[src/rtl/prog_counter_pkg.sv]
// Shared encodings and sizing helpers for the programmable LED counter.
package prog_counter_pkg;

   typedef logic [1:0] mode_t;

   localparam mode_t MODE_UP     = 2'b00;
   localparam mode_t MODE_DOWN   = 2'b01;
   localparam mode_t MODE_BOUNCE = 2'b10;
   localparam mode_t MODE_RING   = 2'b11;

   // Width of a counter holding 0..n-1; never narrower than one bit.
   function automatic int cnt_width(input int n);
      if (n > 32'sd1) begin
         return $clog2(n);
      end else begin
         return 32'sd1;
      end
   endfunction

endpackage

[src/rtl/prog_counter_tick_gen.sv]
// Prescaler: counts 0..DIV_N-1 and raises a registered one-clock tick the
// clock after the final count value. With DIV_N=1 the tick stays high.
module tick_gen
   import prog_counter_pkg::*;
#(
   parameter int DIV_N = 2
)
(
   input  logic clk,
   input  logic rst,
   output logic tick
);

   localparam int PW = cnt_width(DIV_N);
   localparam logic [PW-1:0] PRE_LAST = PW'(DIV_N - 32'sd1);
   localparam logic [PW-1:0] PRE_ZERO = {PW{1'b0}};
   localparam logic [PW-1:0] PRE_ONE  = {{(PW-1){1'b0}}, 1'b1};

   logic [PW-1:0] pre_q;
   logic [PW-1:0] pre_d;
   logic          tick_q;
   logic          tick_d;
   logic          at_last;

   // Next prescaler count and tick
   always_comb begin
      at_last = (pre_q == PRE_LAST);
      if (at_last) begin
         pre_d = PRE_ZERO;
      end else begin
         pre_d = pre_q + PRE_ONE;
      end
      tick_d = at_last;
   end

   // Prescaler state
   always_ff @(posedge clk) begin
      if (rst) begin
         pre_q  <= PRE_ZERO;
         tick_q <= 1'b0;
      end else begin
         pre_q  <= pre_d;
         tick_q <= tick_d;
      end
   end

   assign tick = tick_q;

endmodule

[src/rtl/prog_counter.sv]
// WIDTH-bit LED counter with UP/DOWN/BOUNCE/RING modes, prescaled free-run,
// single-step button and parallel load. Optional step debounce: PROG_COUNTER_DEBOUNCE_EN.
module prog_counter
   import prog_counter_pkg::*;
#(
   parameter int WIDTH     = 8,
   parameter int DIV_N     = 2,
   parameter int DB_CYCLES = 4
)
(
   input  logic             iCLK_50,
   input  logic             iRST,
   input  logic             iEN,
   input  logic [1:0]       iMODE,
   input  logic             iSTEP,
   input  logic             iLOAD,
   input  logic [WIDTH-1:0] iLOAD_VAL,
   output logic [WIDTH-1:0] oCNT,
   output logic             oTC,
   output logic             oTICK,
   output logic             oDIR
);

   localparam logic [WIDTH-1:0] CNT_ZERO = {WIDTH{1'b0}};
   localparam logic [WIDTH-1:0] CNT_ONE  = {{(WIDTH-1){1'b0}}, 1'b1};
   localparam logic [WIDTH-1:0] CNT_MAX  = {WIDTH{1'b1}};

   if ((WIDTH < 32'sd2) || (DIV_N < 32'sd1) || (DB_CYCLES < 32'sd1)) begin : g_param_check
      $error("prog_counter: WIDTH>=2, DIV_N>=1 and DB_CYCLES>=1 required");
   end

   logic             tick_s;
   logic [WIDTH-1:0] cnt_q,  cnt_d;
   logic             tc_q,   tc_d;
   logic             dir_q,  dir_d;
   logic             sync1_q, sync1_d;
   logic             sync2_q, sync2_d;
   logic             prev_q,  prev_d;
   logic             step_q,  step_d;
   logic             step_lvl;
   logic             advance;
   logic [WIDTH-1:0] bounce_nxt;

   tick_gen #(
      .DIV_N (DIV_N)
   ) u_tick_gen (
      .clk  (iCLK_50),
      .rst  (iRST),
      .tick (tick_s)
   );

`ifdef PROG_COUNTER_DEBOUNCE_EN
   localparam int DB_W = cnt_width(DB_CYCLES);
   localparam logic [DB_W-1:0] DB_LAST = DB_W'(DB_CYCLES - 32'sd1);
   localparam logic [DB_W-1:0] DB_ZERO = {DB_W{1'b0}};
   localparam logic [DB_W-1:0] DB_ONE  = {{(DB_W-1){1'b0}}, 1'b1};

   logic [DB_W-1:0] db_cnt_q, db_cnt_d;
   logic            db_lvl_q, db_lvl_d;

   // Debounced level flips only after DB_CYCLES consecutive disagreeing samples
   always_comb begin
      db_cnt_d = db_cnt_q;
      db_lvl_d = db_lvl_q;
      if (sync2_q != db_lvl_q) begin
         if (db_cnt_q == DB_LAST) begin
            db_lvl_d = sync2_q;
            db_cnt_d = DB_ZERO;
         end else begin
            db_cnt_d = db_cnt_q + DB_ONE;
         end
      end else begin
         db_cnt_d = DB_ZERO;
      end
   end

   // Debounce state
   always_ff @(posedge iCLK_50) begin
      if (iRST) begin
         db_cnt_q <= DB_ZERO;
         db_lvl_q <= 1'b0;
      end else begin
         db_cnt_q <= db_cnt_d;
         db_lvl_q <= db_lvl_d;
      end
   end

   assign step_lvl = db_lvl_q;
`else
   assign step_lvl = sync2_q;
`endif

   // Step synchroniser and rising-edge pulse
   always_comb begin
      sync1_d = iSTEP;
      sync2_d = sync1_q;
      prev_d  = step_lvl;
      step_d  = step_lvl & ~prev_q;
   end

   assign advance = iEN ? tick_s : step_q;

   // Counter datapath: load beats advance; tc only on a qualifying advance
   always_comb begin
      cnt_d      = cnt_q;
      tc_d       = 1'b0;
      dir_d      = dir_q;
      bounce_nxt = dir_q ? (cnt_q - CNT_ONE) : (cnt_q + CNT_ONE);
      if (iLOAD) begin
         cnt_d = iLOAD_VAL;
      end else if (advance) begin
         case (iMODE)
            MODE_UP: begin
               cnt_d = cnt_q + CNT_ONE;
               tc_d  = (cnt_q == CNT_MAX);
            end
            MODE_DOWN: begin
               cnt_d = cnt_q - CNT_ONE;
               tc_d  = (cnt_q == CNT_ZERO);
            end
            MODE_BOUNCE: begin
               cnt_d = bounce_nxt;
               if (bounce_nxt == CNT_MAX) begin
                  dir_d = 1'b1;
                  tc_d  = 1'b1;
               end else if (bounce_nxt == CNT_ZERO) begin
                  dir_d = 1'b0;
                  tc_d  = 1'b1;
               end else begin
                  dir_d = dir_q;
                  tc_d  = 1'b0;
               end
            end
            MODE_RING: begin
               // Empty ring is reseeded; any other pattern just rotates
               if (cnt_q == CNT_ZERO) begin
                  cnt_d = CNT_ONE;
                  tc_d  = 1'b0;
               end else begin
                  cnt_d = {cnt_q[WIDTH-2:0], cnt_q[WIDTH-1]};
                  tc_d  = cnt_q[WIDTH-1];
               end
            end
            default: begin
               cnt_d = cnt_q;
               tc_d  = 1'b0;
            end
         endcase
      end else begin
         cnt_d = cnt_q;
      end
   end

   // Counter, direction and step-path registers
   always_ff @(posedge iCLK_50) begin
      if (iRST) begin
         cnt_q   <= CNT_ZERO;
         tc_q    <= 1'b0;
         dir_q   <= 1'b0;
         sync1_q <= 1'b0;
         sync2_q <= 1'b0;
         prev_q  <= 1'b0;
         step_q  <= 1'b0;
      end else begin
         cnt_q   <= cnt_d;
         tc_q    <= tc_d;
         dir_q   <= dir_d;
         sync1_q <= sync1_d;
         sync2_q <= sync2_d;
         prev_q  <= prev_d;
         step_q  <= step_d;
      end
   end

   assign oCNT  = cnt_q;
   assign oTC   = tc_q;
   assign oDIR  = dir_q;
   assign oTICK = tick_s;

endmodule
[config.mk]
export PLATFORM = sky130hd
export DESIGN_NAME = prog_counter
export DESIGN_NICKNAME = d
export VERILOG_FILES = /design/src/rtl/prog_counter_pkg.sv /design/src/rtl/prog_counter_tick_gen.sv /design/src/rtl/prog_counter.sv
export SDC_FILE = /design/constraint.sdc
export NUM_CORES = 1
export LEC_CHECK = 0
export CORE_UTILIZATION = 55
export CTS_BUF_LIST = sky130_fd_sc_hd__clkbuf_16
export CTS_CLUSTER_SIZE = 20
export DETAILED_ROUTE_END_ITERATION = 8
export PLACE_DENSITY_LB_ADDON = 0.08
export SYNTH_ARGS = -nofsm -noshare
export SYNTH_HDL_FRONTEND = slang
export SYNTH_HIERARCHICAL = 1
export SYNTH_SLANG_ARGS = --single-unit
[constraint.sdc]
create_clock -name iCLK_50 -period 5.7 [get_ports iCLK_50]
set_input_delay 1.71 -clock iCLK_50 [delete_from_list [all_inputs] [get_ports iCLK_50]]
set_output_delay 1.71 -clock iCLK_50 [all_outputs]
set_load 0.02 [all_outputs]
==> reports/qor.txt <==
status - completed
number of global-route vias before repair - 1267
hold_buf cts - 0
largest cells by area after synthesis - dfxtp_1 24%, nand2_1 5.4%, xnor2_1 4.7%, a21oi_1 4.2%, nor2b_1 3.8%
drt first-iter violations - 52
Tightest Pin Transition - 0.720 ns
CP max stage delay - 0.93 ns
Slew Limit Headroom - 51.9%
post-route clock period utilization - 61.3%
largest net degree at the start of global routing - 24
CTS Buffer Depth - 2
Max Clock Freq - 0.286 GHz
clock group share of total power - 40.2%
combinational share of power - 22.9%
Post-Place Cell Area - 0.00153 mm2
Pint - 0.251 mW
synthesized net count - 187
Crit path arrival time - 3.64 ns
Synth area leader - dfxtp_1
die area - 0.00259 mm2
boundary pin count - 26
global route total overflow - 0
main flop type after synthesis - dfxtp_1
Post-CTS Setup Bufs - 0
hpwl dp - 2.41 mm
dpl ws - 1.98 ns
cell chain of the critical path - clkdlybuf4s50_1 > nand2_1 > nor4_1 > a21oi_1 > xnor2_1 > o211ai_1 > a221oi_1
detailed-route DRC error count - 0
cts repair resizes - 0
drt total wl - 3.52 mm
CP max FO - 23
post-route minimum period - 3.50 ns
Crit-path slowest cell - clkdlybuf4s50_1
worst setup margin - 2.20 ns
GR Util All Layers - 29.6%
final hold violation count - 0
Clock Sinks - 16
CTS Buf Count - 3
area share of the largest cell type after synthesis - 24.4%
Core Area - 0.00223 mm2
WL/cell - 16.7 um
Async S/R FF share, synth - 0%
Hold Crit Class - flop to flop
post-synth cell types - 46
H-tree levels - 1
Setup CP Type - input port to flop
Worst Setup Start Kind - input port
Rows - 17
synthesis-to-layout area growth - 22.4%
top-count cell post-synth - nand2_1
Pins Over Slew Limit - 0
Post-synth EDFFs - 0
critical path data required time - 5.84 ns
Clk pin slew, worst setup/hold paths - 0.05 ns
synthesized area - 0.00131 mm2
via count - 1377
CTS root buf - clkbuf_16
Final ANT Viol Nets - 0
setup TNS - 0 ns
nature of the critical path endpoint - flop
sequential fraction of the synthesis area - 24.4%
peak supply drop - 0.255 mV
RSZ-0062 raised after global routing - false
worst skew pair latency - 0.25 ns
sequential power share - 36.9%
P_sw - 0.106 mW
total power - 0.358 mW
maxcap violations - 0
Design Area, Final - 0.00161 mm2
clock tree from TritonCTS - done
GP Congestion - 0.976
static leakage - 0.572 nW
global-route wire length before repair - 5.74 mm
IO buf count - 25
First-pass DRT Iterations - 4
clk_skew - 0.00363 ns
Finish-stage setup viols - 0
Nets - 202
Diodes inserted - 0
initial antenna violation count - 0
initial core utilization - 58.8%
Net Sw Frac - 29.8%
# fillers - 193
Synth Register Bits - 16
Yosys warning total - 6
die width - 50.9 um
PwrDens - 223 mW/mm2
vias per inst - 6.53
Post-synth top cells - 19 x nand2_1, 16 x dfxtp_1, 11 x a21oi_1
Post-Syn Instances - 169
Avg Synthesized Cell Area - 7.77 um2
proportion of layout cells with a drive suffix above 1 - 4.92%
Die Y - 50.9 um
==> sequential cells by signal, indices dropped and copies added, names as in the netlist <==
register,cells
u_tick_gen/tick,1
prev_q,1
step_q,1
u_tick_gen/at_last,1
oTC,1
prev_d,1
sync1_q,1
oDIR,1
oCNT,8
==> path summary, 6_finish.rpt <==
kind	startpoint	endpoint	slack, ns	depth (start not counted)
worst max-delay path	iMODE[0]	oCNT[6]	2.20	7
worst min register to register	prev_q	step_q	0.38	1
worst max register to register	oCNT[0]	oTC	3.22	7
worst min-delay path	prev_q	step_q	0.38	1
==> metrics by stage <==
step           hold slack, ns  util, %  cells
5_1_grt                 0.385     71.9    211
4_1_cts                 0.379     71.9    211
2_1_floorplan           0.367        -    169
6_report                0.379     71.9    211
3_5_place_dp            0.372     68.4    207
3_3_place_gp            0.371     68.4    207
==> power groups by stage <==
stage                     Combinational (mW)  Clock, mW  Sequential, mW
after global routing                  0.0887      0.148           0.133
after detailed placement              0.0803          0           0.133
after floorplan                       0.0559          0           0.130
after global placement                0.0784          0           0.133
after CTS                             0.0814      0.143           0.132
final                                 0.0819      0.144           0.132
==> critical path, delay by kind of cell <==
kind | cells | cell delay [ns]
buffers and inverters | 1 | 0.93
AO/OA/AOI/OAI | 3 | 0.49
AND/OR/NAND/NOR | 2 | 0.37
XOR/XNOR | 1 | 0.14
==> metal layers <==
layer | global-route usage [%] | vias up | part of all wire, %
met4 | 13.4 | 0 | 2.4
met2 | 48.9 | 72 | 48
met3 | 4.17 | 11 | 7.4
met1 | 38.1 | 640 | 42
li1 | - | 654 | -
met5 | 0 | - | 0
==> layout by cell type, fill, tap and decap left out, types with 5 or more instances in the layout <==
| master | count |
|---|---|
| a21oi_1 | 11 |
| clkdlybuf4s50_1 | 25 |
| dfxtp_1 | 16 |
| inv_1 | 8 |
| nand2_1 | 19 |
| nor2_1 | 9 |
| nor2b_1 | 8 |
| o211ai_1 | 6 |
| o21ai_0 | 6 |
| o22ai_1 | 5 |
| xnor2_1 | 7 |
==> cells by family after synthesis <==
kind of cell,Yosys count,synth area share (%)
AO/OA/AOI/OAI,46,24.1
AND/OR/NAND/NOR,65,27.6
flip-flops,16,24.4
buffers and inverters,23,7.63
XOR/XNOR,11,7.34
adder cells (fa/ha/maj),3,2.86
multiplexers,5,6.10
==> cell type report <==
| type | count | area [um2] | area share [%] |
|---|---|---|---|
| inverters | 8 | 30.0 | 1.87 |
| flip-flops and latches | 16 | 320 | 19.9 |
| clock buffers | 3 | 75.1 | 4.67 |
| clock inverters | 1 | 3.75 | 0.234 |
| multi-input cells | 130 | 892 | 55.5 |
| well taps | 28 | 35.0 | 2.18 |
| repair buffers | 25 | 250 | 15.6 |
Power figures use the tool's default switching activity.
